<file path="src/rtl/parameters_ram.sv">
// Shared RAM geometry: data word width and address width.
// Ports: none (package of localparams only).
package parameters_ram;

    localparam int DATA_WIDTH     = 8;
    localparam int ADDR_BUS_WIDTH = 4;

endpackage

</file>
<file path="src/rtl/ram_arb_pkg.sv">
// Types shared by the two-master RAM arbiter and its grant logic.
// Ports: none (state enum, master index, latched request bundle).
package ram_arb_pkg;

    import parameters_ram::*;

    typedef enum logic [1:0] {
        IDLE,
        ACCESS,
        RESP
    } ram_arb_state_e;

    typedef logic ram_arb_id_t;

    typedef struct packed {
        logic                      we;
        logic [ADDR_BUS_WIDTH-1:0] addr;
        logic [DATA_WIDTH-1:0]     wdata;
    } ram_arb_req_t;

endpackage

</file>
<file path="src/rtl/ram_arb_rr2.sv">
// Two-way grant logic; round-robin with a priority register when
// RAM_ARB_RR_EN is defined, otherwise fixed priority (m0 wins ties).
// Ports: clk, rst_n, req[1:0] valids, accept (handshake taken),
//        gnt[1:0] one-hot grant, gnt_id winning master index.
module ram_arb_rr2
    import ram_arb_pkg::*;
(
    input  logic        clk,
    input  logic        rst_n,
    input  logic [1:0]  req,
    input  logic        accept,
    output logic [1:0]  gnt,
    output ram_arb_id_t gnt_id
);

`ifdef RAM_ARB_RR_EN
    // Master preferred on a tie; the other one after each accept.
    ram_arb_id_t prio_q;

    always_comb begin
        gnt_id = req[1] & (~req[0] | prio_q);
    end

    always_ff @(posedge clk or negedge rst_n) begin
        if (!rst_n) begin
            prio_q <= 1'b0;
        end else if (accept) begin
            prio_q <= ~gnt_id;
        end
    end
`else
    logic fixed_unused;

    assign fixed_unused = ^{clk, rst_n, accept};

    always_comb begin
        gnt_id = req[1] & ~req[0];
    end
`endif

    always_comb begin
        gnt[1] = gnt_id;
        gnt[0] = req[0] & ~gnt_id;
    end

endmodule

</file>
<file path="src/rtl/ram_arbiter.sv">
// Two-master valid/ready front end for a single-port synchronous RAM.
// Ports: m0_*/m1_* request and response channels, RAM command outputs
//        address_loc/data_inbit/write_en/read_en, RAM read data_outbit.
//        Arbitration mode selected by RAM_ARB_RR_EN (see ram_arb_rr2).
module ram_arbiter
    import ram_arb_pkg::*;
#(
    parameter int DATA_WIDTH     = parameters_ram::DATA_WIDTH,
    parameter int ADDR_BUS_WIDTH = parameters_ram::ADDR_BUS_WIDTH
) (
    input  logic                      clk,
    input  logic                      rst_n,

    input  logic                      m0_req_valid,
    output logic                      m0_req_ready,
    input  logic                      m0_req_we,
    input  logic [ADDR_BUS_WIDTH-1:0] m0_req_addr,
    input  logic [DATA_WIDTH-1:0]     m0_req_wdata,
    output logic                      m0_rsp_valid,
    output logic [DATA_WIDTH-1:0]     m0_rsp_data,

    input  logic                      m1_req_valid,
    output logic                      m1_req_ready,
    input  logic                      m1_req_we,
    input  logic [ADDR_BUS_WIDTH-1:0] m1_req_addr,
    input  logic [DATA_WIDTH-1:0]     m1_req_wdata,
    output logic                      m1_rsp_valid,
    output logic [DATA_WIDTH-1:0]     m1_rsp_data,

    output logic [ADDR_BUS_WIDTH-1:0] address_loc,
    output logic [DATA_WIDTH-1:0]     data_inbit,
    output logic                      write_en,
    output logic                      read_en,
    input  logic [DATA_WIDTH-1:0]     data_outbit
);

    ram_arb_state_e state_q;
    ram_arb_req_t   req_q;
    ram_arb_req_t   sel;
    ram_arb_id_t    id_q;
    ram_arb_id_t    gnt_id;
    logic [1:0]     gnt;
    logic           hs;

    ram_arb_rr2 u_rr2 (
        .clk    (clk),
        .rst_n  (rst_n),
        .req    ({m1_req_valid, m0_req_valid}),
        .accept (hs),
        .gnt    (gnt),
        .gnt_id (gnt_id)
    );

    // Readiness is forced low while reset is held.
    assign m0_req_ready = rst_n && (state_q == IDLE) && gnt[0];
    assign m1_req_ready = rst_n && (state_q == IDLE) && gnt[1];
    assign hs           = m0_req_ready | m1_req_ready;

    always_comb begin
        sel.we    = gnt_id ? m1_req_we    : m0_req_we;
        sel.addr  = gnt_id ? m1_req_addr  : m0_req_addr;
        sel.wdata = gnt_id ? m1_req_wdata : m0_req_wdata;
    end

    // RAM address/data come straight from the latched request flops.
    assign address_loc = req_q.addr;
    assign data_inbit  = req_q.wdata;

    always_ff @(posedge clk or negedge rst_n) begin
        if (!rst_n) begin
            state_q      <= IDLE;
            req_q        <= '0;
            id_q         <= 1'b0;
            write_en     <= 1'b0;
            read_en      <= 1'b0;
            m0_rsp_valid <= 1'b0;
            m1_rsp_valid <= 1'b0;
            m0_rsp_data  <= '0;
            m1_rsp_data  <= '0;
        end else begin
            write_en     <= 1'b0;
            read_en      <= 1'b0;
            m0_rsp_valid <= 1'b0;
            m1_rsp_valid <= 1'b0;
            unique case (state_q)
                IDLE: begin
                    if (hs) begin
                        req_q.we   <= sel.we;
                        req_q.addr <= sel.addr;
                        // Reads leave the last write data on the bus.
                        if (sel.we) begin
                            req_q.wdata <= sel.wdata;
                        end
                        id_q     <= gnt_id;
                        write_en <= sel.we;
                        read_en  <= ~sel.we;
                        state_q  <= ACCESS;
                    end
                end
                ACCESS: begin
                    state_q <= req_q.we ? IDLE : RESP;
                end
                RESP: begin
                    if (id_q) begin
                        m1_rsp_data  <= data_outbit;
                        m1_rsp_valid <= 1'b1;
                    end else begin
                        m0_rsp_data  <= data_outbit;
                        m0_rsp_valid <= 1'b1;
                    end
                    state_q <= IDLE;
                end
                default: begin
                    state_q <= IDLE;
                end
            endcase
        end
    end

endmodule

</file>
<file path="config.mk">
export PLATFORM = sky130hd
export DESIGN_NAME = ram_arbiter
export DESIGN_NICKNAME = d
export VERILOG_FILES = /design/src/rtl/parameters_ram.sv /design/src/rtl/ram_arb_pkg.sv /design/src/rtl/ram_arb_rr2.sv /design/src/rtl/ram_arbiter.sv
export SDC_FILE = /design/constraint.sdc
export NUM_CORES = 1
export LEC_CHECK = 0
export ABC_AREA = 0
export ABC_CLOCK_PERIOD_IN_PS = 1600
export CAP_MARGIN = 20
export CORE_MARGIN = 5
export CORE_UTILIZATION = 37
export DETAILED_ROUTE_END_ITERATION = 7
export MAX_ROUTING_LAYER = met4
export PLACE_DENSITY = 0.75
export SLEW_MARGIN = 10
export SYNTH_ARGS = -nofsm -noshare
export SYNTH_HDL_FRONTEND = slang
export SYNTH_SLANG_ARGS = --single-unit
</file>
<file path="constraint.sdc">
create_clock -name clk -period 1.6 [get_ports clk]
set_clock_uncertainty 0.2 [all_clocks]
set_input_delay 0.16 -clock clk [delete_from_list [all_inputs] [get_ports clk]]
set_output_delay 0.16 -clock clk [all_outputs]
set_load 0.01 [all_outputs]
</file>
==> metrics <==
outcome complete, but fails checks; failing checks setup timing; max_cap viols 0; Max VDD drop 0.423 mV; row count 24; Routability Congestion 0.755; Vias per Instance 4.68; critical path class reg -> reg; fin nets 243; Detailed Place HPWL 2.94 mm; wire length per cell 15.5 µm; Core ar. 4290 µm²; cts bufs inserted 5; CP endpoint kind flip-flop; Post-Syn Instances 129; RSZ-0062 raised after global routing yes; final setup fails 12; die height 76.2 µm; root buffer cell clkbuf_8; syn nets 167; worst setup margin -107 ps; initial antenna violation count 0; vias in the first global route 1319; layout cells sized above 1 24.9%; cell area after synthesis 1620 µm²; GR Util met3 4.96%; pwr/cell area 1340 nW/µm²; number of synthesis warnings 0; Buffers on Ports 71; top-level I/O count 72; syn avg cell area 12.6 µm²; Clk pin slew, worst setup/hold paths 70 ps; crit-path max FO 9; Cell variety after synth 21; CP cell instances nor3b_2, o21a_2, nor2b_4, buf_12, mux2_4; final-layout fill cell count 348; Via Count 1202; n_diodes 0; Slew Viols, Final 0; router iterations before antenna repair 3; most common library cell in the layout ignoring fill and taps clkdlybuf4s50_1; Final Util 58.7%; H-tree levels 2; clock latency on the worst-skew pair 280 ps; Crit path buffers/inverters 1; Highest Clock Rate 586 MHz; Crit-path slowest cell dfrtp_1; largest delay contributor family on the critical path flip-flops; worst min-delay path class in -> reg; clock sink count 36; die area 5810 µm²; Post-route DRC 0; area grow syn2layout 55.4%; clock buffer depth 2; gr busiest metal met2; Slew headroom 69.2%; global route overflow 0; Initial Util 37.8%; placed inst area 2340 µm²; startpoint types flip-flop; total track usage 14.7%; die width 76.2 µm; Design Area, Final 2520 µm²; Tightest Pin Transition 462 ps; area share of the largest cell type after synthesis 55.5%; global-route wire length before repair 6.58 mm; CTS tree yes; Yosys reg bits 36; Setup Slack @ Placement -448 ps; met2 track utilization from global routing 25.3%; Hold WS 238 ps; largest cells by area after synthesis dfrtp_1 (56%), mux2_2 (7.6%), mux2_4 (7.4%); Final Hold Fails 0; largest area contributor in the netlist dfrtp_1; Routed WL 3.98 mm; Arr. time, crit path 1670 ps; final antenna-violating net count 0; CP required 1560 ps; Post-Place Cells 245; Seq/Total Area, Yosys 55.5%; minimum clock period 1710 ps; most frequent cells in the layout clkdlybuf4s50_1 (64), dfrtp_1 (36), nand2_1 (24); met1 Use GR 15.3%; slowest stage delay, CP 400 ps; Initial DRC Count 45; static leakage 1.16 nW; pin count of the biggest net entering global routing 37; Tcrit/Tclk final 107%; fin cells 257
==> cell usage after synthesis <==
master and n:
o21a_2 1, mux2_2 11, nand2_1 24, dfrtp_1 36
mux2i_4 1, nand2b_1 1, mux2_1 5, mux2_4 8
buf_6 3, mux2i_1 4, nor3b_2 1, nor3b_1 2
nand3b_1 1, nor2b_2 1, nor2_1 7, buf_2 2
a21oi_1 5, nor2b_1 1, and2_2 2, clkinv_1 1
buf_4 12
==> final cells by class <==
| type | count | area, µm² | area share [%] |
|---|---|---|---|
| Multi-Input combinational cell | 75 | 617 | 24.5 |
| Inverter | 1 | 3.75 | 0.149 |
| Tap cell | 52 | 65.1 | 2.58 |
| Clock buffer | 6 | 72.6 | 2.88 |
| Clock inverter | 1 | 5.00 | 0.199 |
| Timing Repair Buffer | 86 | 857 | 34.0 |
| Sequential cell | 36 | 901 | 35.7 |
==> timing repair <==
action | 4_1_cts | 5_1_grt
setup buffers | 3 | 1
endpoints found under the setup margin | 10 | 25
pin swaps | 1 | 1
endpoints found under the hold margin | 36 | 0
cloned | 0 | 1
resized for setup | 13 | 12
hold buffers | 1 | 0
==> stage by stage <==
| stage | total power [mW] | TNS, ps |
|---|---|---|
| after floorplan | 2.07 | -562 |
| after global placement | 2.74 | -4820 |
| after detailed placement | 2.79 | -5440 |
| after CTS | 3.43 | -661 |
| after global routing | 3.59 | -1960 |
| final | 3.38 | -837 |
==> sequential cells by signal, summed over array words and instances (netlist names) <==
register	count
m0_rsp_data	8
m0_rsp_valid	1
write_en	1
read_en	1
data_inbit	8
address_loc	4
m1_rsp_data	8
req_q	1
id_q	1
state_q	2
m1_rsp_valid	1
==> power breakdown <==
group | internal [mW] | switching (mW) | total [mW] | leakage (nW)
sequential | 1.23 | 0.178 | 1.41 | 0.434
clock | 0.296 | 0.295 | 0.591 | 0.0410
combinational | 0.884 | 0.494 | 1.38 | 0.687
==> tightest hold or removal path, delay by kind of cell <==
family	cells	cell delay [ps]
buf+inv	1	420
simple gates	2	100
==> per-layer routing <==
metal / part of all wire (%) / routed length, µm
met1: 40 / 1600
met2: 51 / 2030
met3: 6.8 / 269
met4: 1.8 / 72
met5: 0 / 0
==> final timing paths <==
path | startpoint | to | slack, ps | cells past startpoint
hold reg to reg | req_q[12]$_DFFE_PN0P_ | state_q[1]$_DFFE_PN0P_ | 240 | 1
setup / recovery | state_q[1]$_DFFE_PN0P_ | data_inbit[5]$_DFFE_PN0P_ | -110 | 5
min in group asynchronous | rst_n | data_inbit[6]$_DFFE_PN0P_ | 290 | 3
max in group asynchronous | rst_n | m0_rsp_data[7]$_DFFE_PN0P_ | 580 | 3
setup reg to reg | state_q[1]$_DFFE_PN0P_ | data_inbit[5]$_DFFE_PN0P_ | -110 | 5
hold / removal | data_outbit[7] | m1_rsp_data[7]$_DFFE_PN0P_ | 240 | 3
==> cells by family (layout without fill, tap and decap cells) <==
logic type / after synthesis / in the layout / synth area share, %
AO/OA/AOI/OAI: 6 / 6 / 2.08
flip-flops: 36 / 36 / 55.5
AND/OR/NAND/NOR: 40 / 40 / 11.6
multiplexers: 29 / 29 / 22.4
buffers and inverters: 18 / 94 / 8.48
Note: power is estimated with default switching activity, not from simulation.
